### src/rtl/nibble_serial_add_ctrl.sv
// nibble_serial_add_ctrl
// Wide unsigned adder (4*NIBBLES bits) built from a single 4-bit add slice,
// one nibble per clock, LSB nibble first, with the carry registered between
// slices. The issuing block sees a start/busy/done handshake.
//
// Handshake: start is sampled only in IDLE or DONE; once accepted, busy is
// high for NIBBLES cycles, then done pulses high for exactly one cycle and
// sum/cout (and ovf) are valid from that cycle until the next completion.
// start while busy is dropped, never queued. clear aborts a running
// operation without a done pulse and without touching the result.
//
// Optional build macro: SERIAL_ADD_OVF_EN adds the ovf output (signed
// two's-complement overflow of the W-bit add).
//
// dbg_state mirrors the FSM state register for observation only.

module nibble_serial_add_ctrl #(
    parameter int NIBBLES = 4
) (
    input  logic                   clk,
    input  logic                   rst_n,
    input  logic                   start,
    input  logic                   clear,
    input  logic [4*NIBBLES-1:0]   a,
    input  logic [4*NIBBLES-1:0]   b,
    input  logic                   cin,
    output logic                   busy,
    output logic                   done,
    output logic [4*NIBBLES-1:0]   sum,
    output logic                   cout,
    output logic [1:0]             dbg_state
`ifdef SERIAL_ADD_OVF_EN
    ,
    output logic                   ovf
`endif
);

    localparam int W  = 4 * NIBBLES;
    localparam int CW = (NIBBLES > 1) ? $clog2(NIBBLES) : 1;
    localparam logic [CW-1:0] LAST_CNT = CW'(NIBBLES - 1);

    typedef enum logic [1:0] {
        ST_IDLE = 2'd0,
        ST_RUN  = 2'd1,
        ST_DONE = 2'd2
    } state_t;

    state_t          state_q;
    logic [W-1:0]    a_sh_q;
    logic [W-1:0]    b_sh_q;
    logic [W-1:0]    psum_q;
    logic            carry_q;
    logic [CW-1:0]   cnt_q;
    logic            busy_q;
    logic            done_q;
    logic [W-1:0]    sum_q;
    logic            cout_q;

    // Slice result and the partial sum including the nibble produced this cycle.
    logic [4:0]      slice_d;
    logic [W-1:0]    psum_d;
    logic            last_d;
    logic            c_into_msb_d;
    logic [CW+1:0]   nib_base_d;

    // One 4-bit add slice; the carry into bit 3 of the slice is recovered
    // from the operand and sum bits (a ^ b ^ s) for the overflow flag.
    always_comb begin
        slice_d      = {1'b0, a_sh_q[3:0]} + {1'b0, b_sh_q[3:0]} + {4'b0000, carry_q};
        c_into_msb_d = a_sh_q[3] ^ b_sh_q[3] ^ slice_d[3];
        last_d       = (cnt_q == LAST_CNT);
        // The nibble for slice cnt_q is written at its final position, which is
        // where a right-shifting partial-sum register would have it after
        // NIBBLES shifts; every register bit is thereby meaningful.
        nib_base_d   = {cnt_q, 2'b00};
        psum_d       = psum_q;
        psum_d[nib_base_d +: 4] = slice_d[3:0];
    end

`ifdef SERIAL_ADD_OVF_EN
    logic ovf_q;
`endif

    // Control FSM with all operand, carry, count and output registers.
    always_ff @(posedge clk or negedge rst_n) begin
        if (!rst_n) begin
            state_q <= ST_IDLE;
            a_sh_q  <= '0;
            b_sh_q  <= '0;
            psum_q  <= '0;
            carry_q <= 1'b0;
            cnt_q   <= '0;
            busy_q  <= 1'b0;
            done_q  <= 1'b0;
            sum_q   <= '0;
            cout_q  <= 1'b0;
`ifdef SERIAL_ADD_OVF_EN
            ovf_q   <= 1'b0;
`endif
        end else begin
            case (state_q)
                ST_IDLE: begin
                    done_q <= 1'b0;
                    // clear has no meaning here; start alone decides.
                    if (start) begin
                        a_sh_q  <= a;
                        b_sh_q  <= b;
                        psum_q  <= '0;
                        carry_q <= cin;
                        cnt_q   <= '0;
                        busy_q  <= 1'b1;
                        state_q <= ST_RUN;
                    end
                end

                ST_RUN: begin
                    done_q <= 1'b0;
                    if (clear) begin
                        // Abort wins over a final-slice transfer; result untouched.
                        busy_q  <= 1'b0;
                        state_q <= ST_IDLE;
                    end else begin
                        a_sh_q  <= a_sh_q >> 4;
                        b_sh_q  <= b_sh_q >> 4;
                        psum_q  <= psum_d;
                        carry_q <= slice_d[4];
                        cnt_q   <= cnt_q + 1'b1;
                        if (last_d) begin
                            sum_q   <= psum_d;
                            cout_q  <= slice_d[4];
`ifdef SERIAL_ADD_OVF_EN
                            ovf_q   <= c_into_msb_d ^ slice_d[4];
`endif
                            busy_q  <= 1'b0;
                            done_q  <= 1'b1;
                            state_q <= ST_DONE;
                        end
                    end
                end

                ST_DONE: begin
                    done_q <= 1'b0;
                    // A start here chains directly into the next operation.
                    if (start) begin
                        a_sh_q  <= a;
                        b_sh_q  <= b;
                        psum_q  <= '0;
                        carry_q <= cin;
                        cnt_q   <= '0;
                        busy_q  <= 1'b1;
                        state_q <= ST_RUN;
                    end else begin
                        state_q <= ST_IDLE;
                    end
                end

                default: begin
                    busy_q  <= 1'b0;
                    done_q  <= 1'b0;
                    state_q <= ST_IDLE;
                end
            endcase
        end
    end

    // Outputs come straight from registers.
    always_comb begin
        busy      = busy_q;
        done      = done_q;
        sum       = sum_q;
        cout      = cout_q;
        dbg_state = state_q;
`ifdef SERIAL_ADD_OVF_EN
        ovf       = ovf_q;
`endif
    end

`ifndef SERIAL_ADD_OVF_EN
    // Carry into the MSB only feeds the optional overflow flag.
    logic unused_c_into_msb;
    always_comb unused_c_into_msb = c_into_msb_d;
`endif

endmodule

### config.mk
export PLATFORM = sky130hd
export DESIGN_NAME = nibble_serial_add_ctrl
export DESIGN_NICKNAME = d
export VERILOG_FILES = /design/src/rtl/nibble_serial_add_ctrl.sv
export SDC_FILE = /design/constraint.sdc
export NUM_CORES = 1
export LEC_CHECK = 0
export BUFFER_PORTS_ARGS = -buffer_cell sky130_fd_sc_hd__buf_2
export CORE_ASPECT_RATIO = 1.1
export CORE_MARGIN = 1
export CORE_UTILIZATION = 50
export CTS_CLUSTER_DIAMETER = 100
export DETAILED_ROUTE_END_ITERATION = 6
export PLACE_DENSITY = 0.76
export SETUP_SLACK_MARGIN = 0.3
export SYNTH_ARGS = -nofsm -noshare
export SYNTH_HDL_FRONTEND = slang
export SYNTH_SLANG_ARGS = --single-unit
### constraint.sdc
create_clock -name clk -period 2.4 [get_ports clk]
set_input_delay 0.12 -clock clk [delete_from_list [all_inputs] [get_ports clk]]
set_output_delay 0.12 -clock clk [all_outputs]
set_load 0.05 [all_outputs]
### After elaboration in Yosys (flattened, before gate mapping)

Cells that the tools add are included.

| operators by class | value |
|---|---|
| reductions and logical operators | 7 |
| $add $sub $neg | 4 |
| mux-type cells | 28 |
| shifts and indexed selects | 2 |
| equality and inequality tests | 7 |
| bitwise operators | 1 |

Operator list:

| kind | count |
|---|---|
| 2-to-1 mux 16 bit | 6 |
| one-hot mux 16 bit (2 select lines) | 3 |
| bitwise mux 16 bit | 1 |
| variable shift 4 x 6 -> 16 bit (first input constant) | 1 |
| variable part select 4 x 6 -> 16 bit | 1 |
| 2-to-1 mux 2 bit | 5 |
| 2-to-1 mux 1 bit | 9 |
| negator 4 -> 6 bit | 1 |
| one-hot mux 2 bit (3 select lines) | 1 |
| AND reduction 3 bit | 2 |
| adder 4 x 4 -> 5 bit | 1 |
| adder 5 x 1 -> 5 bit | 1 |
| equality test 2 bit (second input constant) | 2 |
| != test 2 bit (second input constant) | 2 |
| one-hot mux 1 bit (2 select lines) | 2 |
| one-hot mux 2 bit (2 select lines) | 1 |
| AND reduction 2 bit | 2 |
| != test 3 bit (second input constant) | 1 |
| adder 2 x 1 -> 2 bit (second input constant) | 1 |
| equality test 2 x 1 -> 1 bit (second input constant) | 1 |
| logical NOT 2 bit | 1 |
| != test 2 x 1 -> 1 bit (second input constant) | 1 |
| nonzero test 2 bit | 1 |
| OR reduction 2 bit | 1 |
| inverter 1 bit | 1 |

| storage, ports and cells | value |
|---|---|
| input port bits | 37 |
| word-level logic and storage cells | 59 |
| bits in registers | 72 |
| output and inout bits | 21 |

### Depth between registers and ports, before layout

Gate-level depths: netlist of run 1.

| depth | value |
|---|---|
| depth in word-level cells | 6 |
| gate-level depth with buffers | 7 |
| depth with buffers taken out | 7 |

### Worst setup path after synthesis of run 1

Ideal clock, no wire load.

| timing | value |
|---|---|
| path type | flip-flop to flip-flop |
| from | register state_q[0] (netlist: dbg_state[0]) |
| to | register psum_q[0] |
| period minus slack after synthesis | 1840 ps |
| library setup time | 122 ps |
| setup slack | 560 ps |
| path buffers | 2 |
| data arrival time | 1718 ps |
| required time | 2278 ps |
| stages on the path, launching flop included | 6 |
| path through | dfrtp_1 -> buf_4 -> or3b_1 -> buf_6 -> mux2i_2 -> a32o_1 |

| between the ends | value |
|---|---|
| longest elaborated chain between the ends | 4 |
| elaborated cells on any way between the ends | 9 |
| classes of those cells | eq/ne (4); mux (1); reduce/logical (4) |

Ends and longest elaborated chain:

| item | line | RTL |
|---|---|---|
| start: declaration | 48 | `state_t state_q;` |
| start signal: assignment | 87 | `state_q <= ST_IDLE;` |
| start signal: assignment | 112 | `state_q <= ST_RUN;` |
| start signal: assignment | 121 | `state_q <= ST_IDLE;` |
| equality test 2 bit / logical NOT 2 bit (equally long branches) | 101 | `case (state_q)` |
| OR reduction 2 bit (no source line) | n/a |  |
| != test 2 x 1 -> 1 bit (no source line) / nonzero test 2 bit (equally long branches) | n/a |  |
| AND reduction 3 bit (no source line) | n/a |  |
| end signal: assignment | 125 | `psum_q <= psum_d;` |
| end: declaration | 51 | `logic [W-1:0] psum_q;` |

Parallel ways exist; a longest one is shown, timed or not.
A chain may end at the register's enable or synchronous reset.

### Worst setup path after layout of run 1

| timing | value |
|---|---|
| from | register a_sh_q[0] |
| to | register sum_q[14] (netlist: sum[14]) |

| between the ends | value |
|---|---|
| longest elaborated chain between the ends | 4 |

Ends and longest elaborated chain:

| item | line | RTL |
|---|---|---|
| start: declaration | 49 | `logic [W-1:0] a_sh_q;` |
| start signal: assignment | 123 | `a_sh_q <= a_sh_q >> 4;` |
| adder 4 x 4 -> 5 bit | 69 | `slice_d = {1'b0, a_sh_q[3:0]} + {1'b0, b_sh_q[3:0]} + {4'b0000, carry_q};` |
| adder 5 x 1 -> 5 bit | 69 |  |
| variable part select 4 x 6 -> 16 bit | 77 | `psum_d[nib_base_d +: 4] = slice_d[3:0];` |
| bitwise mux 16 bit | 77 |  |
| end signal: assignment | 129 | `sum_q <= psum_d;` |
| end: declaration | 56 | `logic [W-1:0] sum_q;` |

Every way passes these cells.

==> results.toml, run 1 <==
[status]
status = "completed"

[floorplan]
initial_utilization = 0.514
core-area_um2 = 6560
fp.dieH_um = 88.1
die-width_um = 80.3
die_area_um2 = 7080
rows = 31
ios = 58

[timing]
worst_pin_slew_ns = 0.478
report.final.slew_viol_count = 0
finClkSkew_ns = 0.00845
slew_headroom = 0.679
fmax_mhz = 511
setup_slack_ns = 0.445
fin_crit_ns = 1.96
fin_crit_sh = 0.815
setup_viol = 0
hold_violations = 0
totalNegativeSetupSlack_ns = 0
rsz0062_at_grt = "no"

[clock_network]
clkTransAtPathRegs_ns = 0.08
cts_tree = "built"
clockBufferDepth = 2
htreeDepth = 3
post_cts_buffers = 0
clock_latency_ns = 0.35
clock_sinks = 72
cts_buffers = 9
root_buffer = "clkbuf_8"

[yosys]
syn_nets = 374
ys_warn_count = 0
synth_cells = 326
seq_area_frac_synth = 0.534
syn_area_per_cell_um2 = 10.3
syn_area_um2 = 3370
synth_seq_cells = 72
yosysUniqueCellTypes = 39

[global_routing]
grt_pass1_vias = 2549
grt_remaining_overflow = 0
grt_max_degree = 73
grt_pass1_wl_mm = 11.5
antenna_found_initial = 0
groute.usage.overall = 0.219

[job]
cap_viol_max_count = 0

[routing]
post_drt_via_cell_ratio = 5.38
num_vias = 2573
firstDrtPassIters = 4
post_drt_wl_per_cell_um = 14.2
final_antenna_net_count = 0
drtIter0Drc = 154
drc = 0
routed_wl_mm = 6.77

[setup_path]
start_kind = "flop"
path_class = "flop to flop"
crit_arrival_ns = 2.19
cp_data_required_time_ns = 2.63
worst_setup_path_end_kind = "flop"
critPathMaxFanout = 4

[place]
gp_congestion = 0.845
dp_hpwl_mm = 4.67
pre_cts_slack_ns = 0.372
place.port_buffers = 57
post-place-cells = 456

[cells_and_area]
fin_nets = 439
n_antenna_cell = 0
fillers = 541
drive_gt1_frac = 0.240
stdcell_count = 478
area_growth_pct = 20.4

[power]
pwr_density_cell_nw_per_um2 = 1330
irDropWorstVdd_mv = 0.608
cellLeakagePower_nw = 1.98

[worst_hold_path]
hold_class = "primary input to flop"
==> cell type report <==
cell class              instances  area (µm²)  share of cell area
multi-input cells             226        1460               0.360
inverters                      12        46.3              0.0114
repair buffers                 70         423               0.104
clock buffers                  10         138              0.0339
flip-flops and latches         72        1800               0.445
well taps                      82         103              0.0253
clock inverters                 6        82.6              0.0203
==> power breakdown <==
| part | switching [W] | internal [W] |
|---|---|---|
| sequential | 0.000281 | 0.00165 |
| clock | 0.000454 | 0.000608 |
| combinational | 0.00159 | 0.000809 |
==> final timing paths <==
path,start,to,slack [ns],cells past startpoint
max,a_sh_q[0],sum[14],0.44,6
min,a[12],a_sh_q[12],0.01,3
max reg2reg,a_sh_q[0],sum[14],0.44,6
min reg2reg,b_sh_q[12],b_sh_q[12],0.47,2
max in group asynchronous,rst_n,cnt_q[0],1.76,3
min in group asynchronous,rst_n,sum[2],0.33,3
==> metrics by stage <==
stage | utilization | total power, W | cell area [µm²] | hold WS [ns]
after floorplan | - | 0.00370 | 3370 | -0.176
after global placement | 0.573 | 0.00423 | 3760 | 0.176
after detailed placement | 0.573 | 0.00431 | 3760 | 0.177
after CTS | 0.616 | 0.00539 | 4040 | 0.00546
after global routing | 0.619 | 0.00577 | 4060 | 0.0187
final | 0.619 | 0.00539 | 4060 | 0.0129
==> cells by family (layout without fill, tap and decap cells) <==
kind of cell / count (synthesis) / in the layout / synth area share
xor gates and xnor gates: 2 / 2 / 0.00520
adders and majority gates: 11 / 11 / 0.0453
DFF: 72 / 72 / 0.534
AOI/OAI and AO/OA: 70 / 70 / 0.130
muxes: 28 / 28 / 0.0876
buffers and inverters: 28 / 98 / 0.0386
and+or+nand+nor: 115 / 115 / 0.159
==> cell usage in the layout (no fill, tap or decap), types with 8 or more instances in the layout <==
cell type / n
nand3b_1: 8
ha_1: 9
a221oi_1: 8
inv_1: 9
dfrtp_1: 70
buf_2: 57
clkbuf_8: 10
nor2_1: 26
mux2i_1: 24
nand2_1: 64
o21ai_1: 25
o21ai_0: 13
==> what timing repair did <==
action	in CTS	in global routing
setup endpoints to repair	0	15
resized for setup	0	4
hold buffers	6	0
endpoints found under the hold margin	77	0
==> flip-flops by register name (all words and copies together) (netlist names) <==
| signal | flops |
|---|---|
| b_sh_q | 16 |
| cnt_q | 2 |
| psum_q | 16 |
| sum | 16 |
| carry_q | 1 |
| busy | 1 |
| dbg_state | 2 |
| cout | 1 |
| a_sh_q | 16 |
| done | 1 |
==> critical path, stage by stage, from the launching register on <==
cell and delay, ns:
dfrtp_1 0.40, fa_1 0.44, inv_1 0.08, fa_1 0.24
xnor2_1 0.18, a221oi_1 0.42, nor2_1 0.07
==> synth_stat cells, drive strengths merged <==
cell type / count / area, µm²
a211o: 1 / 8.76
a21o: 2 / 15.0
a21oi: 6 / 30.0
a221oi: 8 / 70.1
a22o: 1 / 8.76
a311oi: 1 / 8.76
a31oi: 5 / 31.3
a32o: 4 / 40.0
a32oi: 4 / 35.0
and2b: 1 / 8.76
buf: 14 / 77.6
clkbuf: 2 / 7.51
dfrtp: 72 / 1800
fa: 2 / 40.0
ha: 9 / 113
inv: 12 / 45.0
mux2i: 28 / 295
nand2: 64 / 240
nand2b: 6 / 37.5
nand3: 1 / 5.00
nand3b: 8 / 60.1
nor2: 27 / 104
nor2b: 1 / 6.26
nor3: 1 / 5.00
nor3b: 1 / 12.5
nor4: 1 / 12.5
nor4b: 2 / 30.0
o21ai: 38 / 190
or2: 1 / 6.26
or3b: 1 / 8.76
xnor2: 1 / 8.76
xor2: 1 / 8.76
==> layer usage <==
layer / global-route usage / up-vias / wire length, µm
li1: - / 1258 / -
met1: 0.260 / 1230 / 2970
met2: 0.371 / 69 / 3350
met3: 0.0500 / 16 / 289
met4: 0.117 / 0 / 165
met5: 0 / - / 0
Note: power is estimated with default switching activity, not from simulation.
==> inputs of run 2 (changes only) <==
ABC_AREA = 1   (was unset)
PLACE_DENSITY = 0.79   (was 0.76)
clock period = 1.6 ns   (was 2.4 ns; I/O delays follow)
==> results.toml, run 2 <==
[clock_network]
clock_sinks = 72
clkTransAtPathRegs_ns = 0.09
clockBufferDepth = 2
htreeDepth = 3
cts_tree = "built"
clock_latency_ns = 0.36
root_buffer = "clkbuf_8"
cts_buffers = 9

[yosys]
yosysUniqueCellTypes = 27
ys_warn_count = 0
yosys.cell_count.top_type = "nand2_1"
synth_area_leader_cell = "dfrtp_1"
synthArstFlopShare = 1.00
synth_compound_gate_area_share = 0.111
syn_area_um2 = 3380
synth_ff_type = "dfrtp_1"
synth-xor-area-share = 0
synth_cells = 396
synth_edf_count = 0
seq_area_frac_synth = 0.533
synth_seq_cells = 72
synth_common_cells = "138 x nand2_1, 72 x dfrtp_1, 32 x inv_1, 32 x nor2_1, 25 x a31oi_1"
syn_nets = 444
syn_area_per_cell_um2 = 8.54
synth_top_family_by_area = "simple AND/OR/NAND/NOR gates"
synth_mux_area_frac = 0
synth-adder-area-share = 0.0452
yosys.area_share.simple = 0.236
yosys.area.top_type_share = 0.533
ys_top_cells_by_area = "dfrtp_1 53%, nand2_1 15%, a31oi_1 4.6%"

[routing]
drtIter0Drc = 345
routed_wl_mm = 14.1
drc = 0
num_vias = 3830
firstDrtPassIters = 6
post_drt_wl_per_cell_um = 22.6
post_drt_via_cell_ratio = 6.12
final_antenna_net_count = 0

[status]
violations = "negative setup slack"
status = "complete, but fails checks"

[setup_path]
worst_setup_path_end_kind = "flop"
critPathSlowestCell = "dfrtp_1"
r2r_setup_slack_ns = -0.50
crit_arrival_ns = 2.38
rr_startpoint = "a_sh_q[0]"
path_class = "flop to flop"
worstRegToRegCells = 11
path_cells = "fa_2 -> inv_2 -> fa_2 -> inv_2 -> nand2_4 -> nand2_4 -> buf_4 -> buf_6 -> o22ai_4 -> nand2_1 -> o21ai_1"
start_kind = "flop"
critPathMaxFanout = 2
r2r-end = "psum_q[2]"
slowest_delay_ns = 0.42
cp_data_required_time_ns = 1.89

[global_routing]
grtUsageMet1 = 0.355
grt_remaining_overflow = 0
grt_pass1_wl_mm = 16.5
grt_pass1_vias = 3411
grt_max_degree = 35
antenna_found_initial = 0
groute.usage.overall = 0.316
gr-max-usage-layer = "met2"
grtUsageMet2 = 0.569
use_met3 = 0.0588

[power]
seqPwrFrac = 0.261
power_switching_w = 0.00504
pwr_density_cell_nw_per_um2 = 1970
p_int_w = 0.00601
power_frac_clock = 0.142
irDropWorstVdd_mv = 1.29
switching_share = 0.456
cellLeakagePower_nw = 2.64
pwr-share-comb = 0.597

[cells_and_area]
stdcell_area_um2 = 5610
layout_commonest_cell = "nand2_1"
drive_gt1_frac = 0.430
area_growth_pct = 66.0
n_antenna_cell = 0
final_cell_mix = "126 x nand2_1, 70 x dfrtp_1, 56 x buf_2"
fin_nets = 587
stdcell_count = 626

[floorplan]
core-area_um2 = 6560
initial_utilization = 0.516
fp.dieH_um = 88.2
die_area_um2 = 7090
ios = 58
rows = 31
die-width_um = 80.4

[timing]
setup_viol = 36
fin_crit_sh = 1.31
fmax_mhz = 476
finClkSkew_ns = 0.0166
rsz0062_at_grt = "yes"
worst_pin_slew_ns = 0.452
report.final.slew_viol_count = 0
worst_hold_slack_ns = 0.0485
hold_violations = 0
slew_headroom = 0.699
setup_slack_ns = -0.499
fin_crit_ns = 2.10

[place]
dp_hpwl_mm = 5.16
gp_congestion = 0.875
place.port_buffers = 57
placed_cell_area_um2 = 3930
post-place-cells = 537

[worst_hold_path]
hold_start = "a[1]"
hold_class = "primary input to flop"
min_to = "a_sh_q[1]"
min_path_cells = 3

[job]
cap_viol_max_count = 0
[run 2: how the worst max path moves through the flow]
| stage | endpoint | from | depth (start not counted) | slack, ns |
|---|---|---|---|---|
| floorplan | sum[5] | a_sh_q[0] | 8 | -0.20 |
| global placement | sum[5] | a_sh_q[0] | 8 | -0.28 |
| detailed placement | sum[5] | a_sh_q[0] | 8 | -0.35 |
| CTS | sum[5] | carry_q | 8 | -0.29 |
| global route | psum_q[6] | a_sh_q[0] | 11 | -0.56 |
| finish | psum_q[2] | a_sh_q[0] | 11 | -0.50 |
[run 2: metrics by stage]
step / util / setup TNS (ns) / setup WS [ns] / power (W)
after floorplan: - / -1.24 / -0.203 / 0.00506
after global placement: 0.600 / -2.98 / -0.279 / 0.00590
after detailed placement: 0.600 / -3.99 / -0.347 / 0.00603
after CTS: 0.764 / -3.61 / -0.294 / 0.00884
after global routing: 0.856 / -11.90 / -0.565 / 0.0114
final: 0.856 / -10.42 / -0.499 / 0.0111
[run 2: power groups by stage]
stage | logic, W | clock network, W | registers (W)
floorplan | 0.00202 | 0 | 0.00305
global route | 0.00688 | 0.00163 | 0.00292
global placement | 0.00319 | 0 | 0.00271
finish | 0.00660 | 0.00157 | 0.00288
detailed placement | 0.00329 | 0 | 0.00274
CTS | 0.00461 | 0.00149 | 0.00275
[run 2: critical path: cells and delay by family (launching register included)]
family	cells	cell delay, ns
AOI/OAI and AO/OA	2	0.21
buffers and inverters	4	0.46
adders and majority gates	2	0.68
and+or+nand+nor	3	0.24
DFF	1	0.42
[run 2: layout make-up]
cell class	count	area (µm²)
Sequential cell	72	1800
Clock buffer	11	151
Timing Repair Buffer	150	1440
Tap cell	82	103
Fill cell	300	942
Clock inverter	5	55.1
Inverter	36	150
Multi-Input combinational cell	270	1910
[run 2: logic make-up (layout without fill, tap and decap cells)]
| kind of cell | after synthesis | after routing |
|---|---|---|
| AOI/OAI and AO/OA | 65 | 65 |
| adders and majority gates | 11 | 11 |
| buffers and inverters | 55 | 202 |
| DFF | 72 | 72 |
| and+or+nand+nor | 193 | 194 |
[run 2: timing repair]
item	in CTS	in global routing
setup buffers	21	14
hold endpoints to repair	42	0
resized for setup	73	84
hold buffers	29	0
endpoints found under the setup margin	69	73
pin swaps	27	28
gates cloned	6	3
[run 2: layer usage]
layer | part of all wire | vias to the layer above
li1 | - | 1575
met1 | 0.32 | 1826
met2 | 0.50 | 308
met3 | 0.086 | 121
met4 | 0.094 | 0
met5 | 0 | -
